<file path="src/rtl/sequential_multiplier_withregs.sv">
// -----------------------------------------------------------------------------
// sequential_multiplier_withregs
//
// Signed 32x32 -> 64-bit sequential multiplier using a continuous radix-2
// Booth loop. Operands are registered every enabled cycle; each product takes
// one LOAD cycle plus 32 RUN iterations and is published in a holding register,
// giving a new product every 33 enabled cycles. There is no start handshake:
// the operands sitting in a_q/b_q when LOAD executes are the ones multiplied.
//
// Ports:
//   a      in  32  signed multiplicand
//   b      in  32  signed multiplier
//   clk    in   1  rising-edge clock
//   reset  in   1  asynchronous active-low reset
//   en     in   1  clock enable; when low all state holds
//   result out 64  signed product register, updated on completion
//   done   out  1  one-cycle completion pulse (only with SEQMUL_DONE_EN)
//
// Configuration macro: SEQMUL_DONE_EN adds the done output and its register.
// -----------------------------------------------------------------------------
module sequential_multiplier_withregs (
   input  logic [31:0] a,
   input  logic [31:0] b,
   input  logic        clk,
   input  logic        reset,
   input  logic        en,
   output logic [63:0] result
`ifdef SEQMUL_DONE_EN
   ,
   output logic        done
`endif
);

   typedef enum logic [1:0] {
      IDLE = 2'd0,
      LOAD = 2'd1,
      RUN  = 2'd2
   } state_t;

   state_t      state;
   state_t      state_nxt;

   logic [31:0] a_q;
   logic [31:0] b_q;
   logic [32:0] m_q;      // sign-extended multiplicand
   logic [32:0] acc_q;    // 33 bits so A - M cannot overflow for -2^31 operands
   logic [31:0] q_q;
   logic        q1_q;
   logic [4:0]  cnt_q;

   logic        do_load;
   logic        do_run;
   logic        do_finish;

   logic [32:0] acc_sum;
   logic [32:0] acc_shift;
   logic [31:0] q_shift;

   // ---------------------------------------------------------------------------
   // State register
   // ---------------------------------------------------------------------------
   // NOTE: sequential state uses non-blocking assignments so every register
   // samples the pre-edge values, independent of process evaluation order.
   always_ff @(posedge clk or negedge reset) begin
      if (!reset) begin
         state <= IDLE;
      end else if (en) begin
         state <= state_nxt;
      end
   end

   // ---------------------------------------------------------------------------
   // Next-state logic
   // ---------------------------------------------------------------------------
   // NOTE: the default assignment at the top of each combinational block keeps
   // every path assigned, so no latch is inferred.
   always_comb begin
      state_nxt = state;
      case (state)
         IDLE:    state_nxt = LOAD;
         LOAD:    state_nxt = RUN;
         RUN:     if (cnt_q == 5'd31) state_nxt = LOAD;
         default: state_nxt = IDLE;
      endcase
   end

   // ---------------------------------------------------------------------------
   // Output (control) decode
   // ---------------------------------------------------------------------------
   always_comb begin
      do_load   = 1'b0;
      do_run    = 1'b0;
      do_finish = 1'b0;
      case (state)
         LOAD: do_load = 1'b1;
         RUN: begin
            do_run    = 1'b1;
            do_finish = (cnt_q == 5'd31);
         end
         default: ;
      endcase
   end

   // ---------------------------------------------------------------------------
   // Booth step: add/subtract, then arithmetic shift of {A, Q, q_1}
   // ---------------------------------------------------------------------------
   always_comb begin
      acc_sum = acc_q;
      case ({q_q[0], q1_q})
         2'b01:   acc_sum = acc_q + m_q;
         2'b10:   acc_sum = acc_q - m_q;
         default: acc_sum = acc_q;
      endcase
      acc_shift = {acc_sum[32], acc_sum[32:1]};
      q_shift   = {acc_sum[0], q_q[31:1]};
   end

   // ---------------------------------------------------------------------------
   // Datapath and result registers
   // ---------------------------------------------------------------------------
   always_ff @(posedge clk or negedge reset) begin
      if (!reset) begin
         a_q    <= '0;
         b_q    <= '0;
         m_q    <= '0;
         acc_q  <= '0;
         q_q    <= '0;
         q1_q   <= 1'b0;
         cnt_q  <= '0;
         result <= '0;
      end else if (en) begin
         a_q <= a;
         b_q <= b;
         if (do_load) begin
            m_q   <= {a_q[31], a_q};
            acc_q <= '0;
            q_q   <= b_q;
            q1_q  <= 1'b0;
            cnt_q <= '0;
         end else if (do_run) begin
            acc_q <= acc_shift;
            q_q   <= q_shift;
            q1_q  <= q_q[0];
            cnt_q <= cnt_q + 5'd1;
         end
         // Low 64 bits of the shifted {A, Q} form the exact product.
         if (do_finish) begin
            result <= {acc_shift[31:0], q_shift};
         end
      end
   end

`ifdef SEQMUL_DONE_EN
   // Updated on every edge (not gated by en) so the pulse lasts one cycle and
   // is low whenever the completing edge was not enabled.
   always_ff @(posedge clk or negedge reset) begin
      if (!reset) begin
         done <= 1'b0;
      end else begin
         done <= en && do_finish;
      end
   end
`endif

endmodule

</file>
<file path="config.mk">
export PLATFORM = sky130hd
export DESIGN_NAME = sequential_multiplier_withregs
export DESIGN_NICKNAME = d
export VERILOG_FILES = /design/src/rtl/sequential_multiplier_withregs.sv
export SDC_FILE = /design/constraint.sdc
export NUM_CORES = 1
export LEC_CHECK = 0
export CORE_MARGIN = 2
export CORE_UTILIZATION = 58
export DETAILED_ROUTE_END_ITERATION = 10
export DONT_BUFFER_PORTS = 1
export PLACE_DENSITY = 0.74
export REMOVE_ABC_BUFFERS = 1
export SLEW_MARGIN = 20
export SYNTH_ARGS = -nofsm -noshare
export SYNTH_HDL_FRONTEND = slang
export SYNTH_SLANG_ARGS = --single-unit
</file>
<file path="constraint.sdc">
create_clock -name clk -period 3.7 [get_ports clk]
set_input_delay 0.37 -clock clk [delete_from_list [all_inputs] [get_ports clk]]
set_output_delay 0.37 -clock clk [all_outputs]
set_load 0.02 [all_outputs]
</file>
==> results of run 1 <==
metrics by stage:
step / util (%) / TNS, ns / worst slack [ns] / power (mW)
after CTS: 74.0 / -0.807 / -0.185 / 15.0
after global routing: 76.4 / -6.86 / -0.457 / 17.1
final: 76.4 / -2.19 / -0.284 / 16.0
after detailed placement: 64.0 / -7.35 / -0.627 / 11.8
after floorplan: - / -2.10 / -0.398 / 8.88
after global placement: 64.0 / -5.42 / -0.483 / 11.7
cell type report:
cell class                      instances  area (um2)
Antenna cell                            1        2.50
Clock inverter                          6        61.3
Sequential cell                       232        5810
Fill cell                            1323        4780
Multi-Input combinational cell        871        6440
Timing Repair Buffer                  235        2030
Tap cell                              270         338
Clock buffer                           36         706
Inverter                               20        75.1
power by group:
group / total [mW] / switching [mW] / internal, mW
registers: 3.85 / 0.666 / 3.18
logic: 9.84 / 5.20 / 4.64
clock network: 2.36 / 1.04 / 1.32
worst min-delay path by stage:
stage | end | slack (ns) | from
2_1_floorplan | a_q[0] | 0.07 | reset
3_3_place_gp | result[38] | 0.08 | reset
3_5_place_dp | acc_q[7] | 0.08 | reset
4_1_cts | acc_q[7] | -0.48 | reset
5_1_grt | acc_q[7] | -0.49 | reset
6_report | acc_q[5] | -0.47 | reset
critical path, delay by kind of cell, from the launching register on:
family                   cells  cell delay [ns]
XOR/XNOR                     1             0.20
adder cells (fa/ha/maj)      1             0.29
AND/OR/NAND/NOR              6             1.82
flip-flops                   1             0.39
AO/OA/AOI/OAI                6             0.96
buffers and inverters        2             0.21
per-layer routing:
layer	part of all wire (%)	wire [um]	GRT usage, %	vias up
met3	6.2	2080	5.80	81
li1	-	-	-	4611
met1	42	13900	39.5	4854
met4	2.8	934	8.13	0
met2	49	16300	50.4	344
met5	0	0	0	-
cells by family after synthesis:
kind of cell,count (synthesis)
simple gates,381
compound gates,261
flops,232
mux,144
buf+inv,88
xor+xnor,45
fa+ha+maj,40
what timing repair did:
| item | 4_1_cts | 5_1_grt |
|---|---|---|
| pin swaps | 27 | 44 |
| gates resized for setup | 61 | 89 |
| setup buffers | 26 | 17 |
| hold endpoints to repair | 298 | 232 |
| endpoints found under the setup margin | 30 | 38 |
sequential cells by signal (all words and copies together) (netlist names):
register  cells
m_q          32
b_q          32
q1_q          1
state         2
a_q          32
q_q          32
cnt_q         5
result       64
acc_q        32
cell usage in the layout, fill, tap and decap left out, types with 8 or more instances in the layout:
master and instances:
a21o_1 16, a21oi_1 40, a21oi_2 14, a22o_1 13, a31oi_1 8, buf_4 143
buf_6 13, clkbuf_16 24, dfrtp_1 232, dlygate4sd3_1 77, ha_1 34, inv_1 19
mux2_2 107, mux2i_1 34, nand2_1 223, nand3_1 10, nor2_1 43, nor3_1 12
nor3_2 8, o21a_1 9, o21ai_0 66, o21ai_1 16, o21ai_2 9, xnor2_1 30
xnor2_2 8
==> run_results.csv, run 1 <==
group,metric,value,unit
worst_setup_path,crit_start,"m_q[15]",
global_routing,grt_overflow,0,
synthesis,ys_ff_latch,232,
clock_tree,insertion_delay,0.54,ns
finish,num-nets-final,1491,
global_routing,grt_first_pass_wirelength,52300,um
synthesis,synthTopCellsByCount,"dfrtp_1, nand2_1, mux2_2, o21ai_0, a21oi_1",
sta,tightest_slew,0.853,ns
sta,fmax,251,MHz
flow_run,cap_viol_max_count,0,
placed_design,dp_cells,1508,
sta,fin_ws,-0.284,ns
hold_path,hp-class,"in2async",
sta,setup_viol,19,
detailed_routing,wirelength,33300,um
clock_tree,postCtsHoldBufs,78,
worst_setup_path,cp_max_fo,3,
clock_tree,clockBufferDepth,3,
detailed_routing,first_pass_iters,5,
pwr,peakVddDrop,0.000582,V
sta,hold_viol_final,232,
synthesis,netlist_instances,1191,
synthesis,yosysMostFrequentCell,"dfrtp_1",
detailed_routing,avgRoutedWirePerCell,19.9,um
synthesis,yosysSeqAreaShare,48.4,%
pwr,p_leak,7.10,nW
clock_tree,cts-htree-levels,1,
synthesis,synth-simple-area-share,14.2,%
synthesis,yosysUniqueCellTypes,67,
floorplanning,row_count,52,
synthesis,ys_async_sr_fraction,100,%
detailed_routing,viasPerCell,5.92,
pwr,powerDensity,1040,nW/um2
sta,hold_slack,-0.471,ns
sta,slew_headroom,42.8,%
detailed_routing,ant_nets,0,
worst_setup_path,ff2ff_setup_slack,-0.28,ns
synthesis,synth_edf_count,0,
floorplanning,io_pins,131,
worst_setup_path,worstPathArrival,4.41,ns
placed_design,place_area,13000,um2
worst_setup_path,cp_slowest_cell,"or4_1",
clock_tree,clock-root-buffer,"clkbuf_16",
floorplanning,dieWidth,148,um
synthesis,synth_top_area_cell,"dfrtp_1",
floorplanning,core-area,20200,um2
clock_tree,clk_pin_slew,0.06,ns
synthesis,synth_ff_type,"dfrtp_1",
global_routing,grt_max_degree,233,
worst_setup_path,cp_slowest_stage_delay,0.47,ns
clock_tree,clkSinkCount,232,
global_routing,grtUsageTotal,29.8,%
synthesis,yosys_warnings,0,
finish,post_route_cells_drive_above_1_share,29.4,%
synthesis,synthMuxAreaShare,13.2,%
placed_design,io_buffers,0,
synthesis,syn_area,12000,um2
floorplanning,die_h,148,um
clock_tree,cts_tree,"done",
synthesis,synth_top_area_share,48.4,%
sta,rsz0062_at_grt,"yes",
floorplanning,start_util,59.2,%
floorplanning,dieArea,21800,um2
sta,slew_viol_final,0,
synthesis,synth-compound-area-share,13.8,%
worst_setup_path,cp-end-kind,"flip-flop",
clock_tree,cts_buffers,24,
placed_design,gp_congestion,0.912,
finish,synthToLayoutAreaGrowth,28.9,%
placed_design,dp_hpwl,19800,um
finish,instances_no_fill,1671,
worst_setup_path,crit_path_start_kind,"flip-flop",
global_routing,first_global_vias,10100,
sta,period_share,108,%
detailed_routing,drc,0,
worst_setup_path,critPathRequiredTime,4.13,ns
finish,stdcell_area,15500,um2
worst_setup_path,r2r-start,"m_q[15]",
worst_setup_path,cp_cell_sequence,"or3_4 -> nor4b_4 -> or2b_1 -> nor3_4 -> and3_4 -> buf_4 -> buf_4 -> a31oi_1 -> xnor2_1 -> ha_1 -> a21o_1 -> a21o_1 -> a21oi_1 -> a21boi_1 -> or4_1 -> o311ai_1",
worst_setup_path,critPathCapture,"acc_q[31]",
global_routing,antenna_found_initial,1,
synthesis,synth.avg_cell_area,10.1,um2
outcome,violations,"hold timing, setup timing",
detailed_routing,drtIter0Drc,728,
detailed_routing,vias,9890,
synthesis,synthAdderAreaFrac,4.24,%
sta,finalCriticalPeriod,3.98,ns
synthesis,synth_top_family_by_area,"simple AND/OR/NAND/NOR gates",
synthesis,synthTopCellsByArea,"dfrtp_1, mux2_2, nand2_1",
sta,skew,0.0111,ns
worst_setup_path,rr_worst_depth,16,
worst_setup_path,r2r_end,"acc_q[31]",
outcome,status,"complete, but fails checks",
worst_setup_path,path_class,"reg2reg",
synthesis,synthXorXnorAreaFrac,3.29,%
Note: power is estimated with default switching activity, not from simulation.
==> run 2: changes to the inputs <==
Settings changed: CAP_MARGIN set to 20, CORE_UTILIZATION 58 to 65, CTS_BUF_LIST set to sky130_fd_sc_hd__clkbuf_4, PLACE_DENSITY 0.74 to 0.79.
Clock period 3.7 ns to 4.47 ns, I/O delays scaled along.
==> run 2 against run 1 <==
  * The flow finishes with violations (hold timing)
  * Maximum frequency shrank 5.6%
  * Via count shrank 5.4%
  * Critical path depth is the same
  * Combinational power shrank 40%
  * Die area shrank 10%
  * Cell count shrank 8.2%
  * Global-route usage grew 1.3 points
  * Register-to-register slack gained 0.53 ns
  * Worst hold slack lost 0.082 ns
  * Sequential power shrank 16%
  * Largest cell class unchanged
  * Largest power group unchanged
  * Highest routed layer unchanged
==> run_results.csv, run 2 (same netlist as run 1, synthesis figures left out) <==
group,metric,value,unit
pwr,power_switching,4.86,mW
floorplanning,dieWidth,140,um
finish,final_common_cell,"dfrtp_1",
sta,slew_viol_final,0,
floorplanning,dieArea,19500,um2
global_routing,grt_max_degree,233,
sta,fmax,237,MHz
finish,layout_common_cells,"dfrtp_1, nand2_1, mux2_2, o21ai_0, clkbuf_4",
placed_design,gp_congestion,0.894,
floorplanning,io_pins,131,
outcome,status,"complete, but fails checks",
worst_setup_path,ff2ff_setup_slack,0.25,ns
floorplanning,row_count,49,
finish,stdcell_area,13600,um2
global_routing,grtUsageTotal,31.1,%
sta,setup_viol,0,
detailed_routing,wirelength,30000,um
placed_design,dp_hpwl,17900,um
finish,largest_reg_flops,64,
pwr,comb_power_share,54.3,%
clock_tree,postCtsHoldBufs,65,
sta,hold_slack,-0.552,ns
placed_design,place_area,12200,um2
clock_tree,insertion_delay,0.71,ns
clock_tree,cts_buffers,58,
global_routing,grt_first_pass_wirelength,49300,um
worst_setup_path,cp_max_fo,7,
global_routing,grt_overflow,0,
floorplanning,core-area,18000,um2
clock_tree,clk_pin_slew,0.06,ns
sta,skew,0.0495,ns
finish,num-nets-final,1382,
clock_tree,cts_tree,"done",
floorplanning,start_util,66.5,%
sta,tightest_slew,0.961,ns
pwr,power.total,10.8,mW
worst_setup_path,crit_top_cell,"a21o_1",
detailed_routing,viasPerCell,6.10,
worst_setup_path,cp-end-kind,"flip-flop",
pwr,p_leak,6.28,nW
finish,top_register,"result",
global_routing,first_global_vias,9603,
pwr,internal_power,5.94,mW
sta,hold_viol_final,232,
detailed_routing,ant_nets,0,
worst_setup_path,critPathRequiredTime,5.04,ns
clock_tree,cts-htree-levels,2,
clock_tree,clockBufferDepth,3,
clock_tree,clock-root-buffer,"clkbuf_4",
finish,synthToLayoutAreaGrowth,13.7,%
finish,post_route_cells_drive_above_1_share,19.0,%
detailed_routing,first_pass_iters,5,
placed_design,io_buffers,0,
sta,period_share,94.4,%
worst_setup_path,path_class,"reg2reg",
worst_setup_path,cp_slowest_cell,"dfrtp_2",
global_routing,antenna_found_initial,1,
flow_run,cap_viol_max_count,0,
pwr,sw_frac_of_total,45.0,%
clock_tree,clkSinkCount,232,
pwr,seqPwrFrac,30.1,%
hold_path,hp-class,"in2async",
sta,finalCriticalPeriod,4.22,ns
floorplanning,die_h,140,um
pwr,powerDensity,793,nW/um2
pwr,clock_power_share,15.6,%
finish,fin_util,75.6,%
detailed_routing,drtIter0Drc,600,
outcome,violations,"hold timing",
detailed_routing,drc,0,
pwr,peakVddDrop,0.000398,V
finish,nFillCells,1216,
worst_setup_path,cp_slowest_stage_delay,0.44,ns
detailed_routing,avgRoutedWirePerCell,19.6,um
worst_setup_path,crit_path_start_kind,"flip-flop",
detailed_routing,vias,9356,
worst_setup_path,cp_cell_sequence,"or3_4 -> nor4b_4 -> or2b_1 -> nor3_2 -> and2_4 -> nor2_1 -> xnor2_1 -> ha_2 -> a21o_1 -> a21o_1 -> a2111oi_2 -> o21a_1 -> nand4_1 -> or3_1 -> o311a_1 -> o21ai_0",
worst_setup_path,worstPathArrival,4.79,ns
sta,slew_headroom,35.9,%
## run 2: cell count changes in the layout (fill, tap and decap cells not counted), sizes merged
cell,previous run,this run
buf,158,28
clkbuf,36,81
dlygate4sd3,77,64
clkinv,6,7
inv,19,20
## run 2: what timing repair did
| action | 4_1_cts | 5_1_grt |
|---|---|---|
| gates resized for setup | 0 | 18 |
| buffers inserted | 0 | 2 |
| endpoints found under the setup margin | 0 | 12 |
| hold endpoints to repair | 298 | 232 |
## run 2: power groups by stage
stage | logic (mW) | clock network, mW | registers (mW)
finish | 5.87 | 1.69 | 3.25
global route | 6.51 | 1.83 | 3.31
CTS | 5.67 | 1.69 | 3.21
detailed placement | 5.58 | 0 | 3.24
global placement | 5.49 | 0 | 3.22
floorplan | 4.28 | 0 | 3.07
## run 2: worst paths after layout
path | depth (start not counted) | startpoint | to
worst max register to register | 16 | m_q[15] | result[62]
worst min-delay path | 0 | reset | result[38]
min in group clk | 2 | en | state[0]
worst max-delay path | 16 | m_q[15] | result[62]
max in group asynchronous | 0 | reset | a_q[3]
worst min register to register | 2 | cnt_q[4] | cnt_q[4]
## run 2: area by class of cell
type / count / area, um2 / area share, %
clock buffers: 81 / 608 / 4.46
clock inverters: 8 / 51.3 / 0.376
well taps: 229 / 287 / 2.10
multi-input cells: 871 / 5930 / 43.5
repair buffers: 92 / 871 / 6.39
diodes: 1 / 2.50 / 0.0184
flip-flops and latches: 232 / 5810 / 42.6
inverters: 20 / 75.1 / 0.551
## run 2: per-layer routing
metal / vias to the layer above / global-route usage (%) / wire length, um
met4: 0 / 11.7 / 745
met5: - / 0 / 0
li1: 4408 / - / -
met3: 65 / 7.02 / 1860
met2: 274 / 50.4 / 14600
met1: 4609 / 41.4 / 12800
## run 2: through the flow
stage               worst slack, ns  setup TNS, ns  std cells
floorplan                     0.372              0       1123
global placement              0.234              0       1377
detailed placement           0.0226              0       1377
CTS                          0.0176              0       1531
global route                -0.0196        -0.0205       1534
finish                        0.248              0       1534
## run 2: critical path, delay by kind of cell, from the launching register on
kind / cells / cell delay (ns)
XOR/XNOR: 1 / 0.16
AND/OR/NAND/NOR: 8 / 1.91
flip-flops: 1 / 0.44
adder cells (fa/ha/maj): 1 / 0.34
AO/OA/AOI/OAI: 6 / 1.26
==> run 3: changes to the inputs <==
Settings changed: CAP_MARGIN 20 to unset.
==> results of run 3 <==
Same layout as run 2: the final DEF is identical, and so are final timing and power.
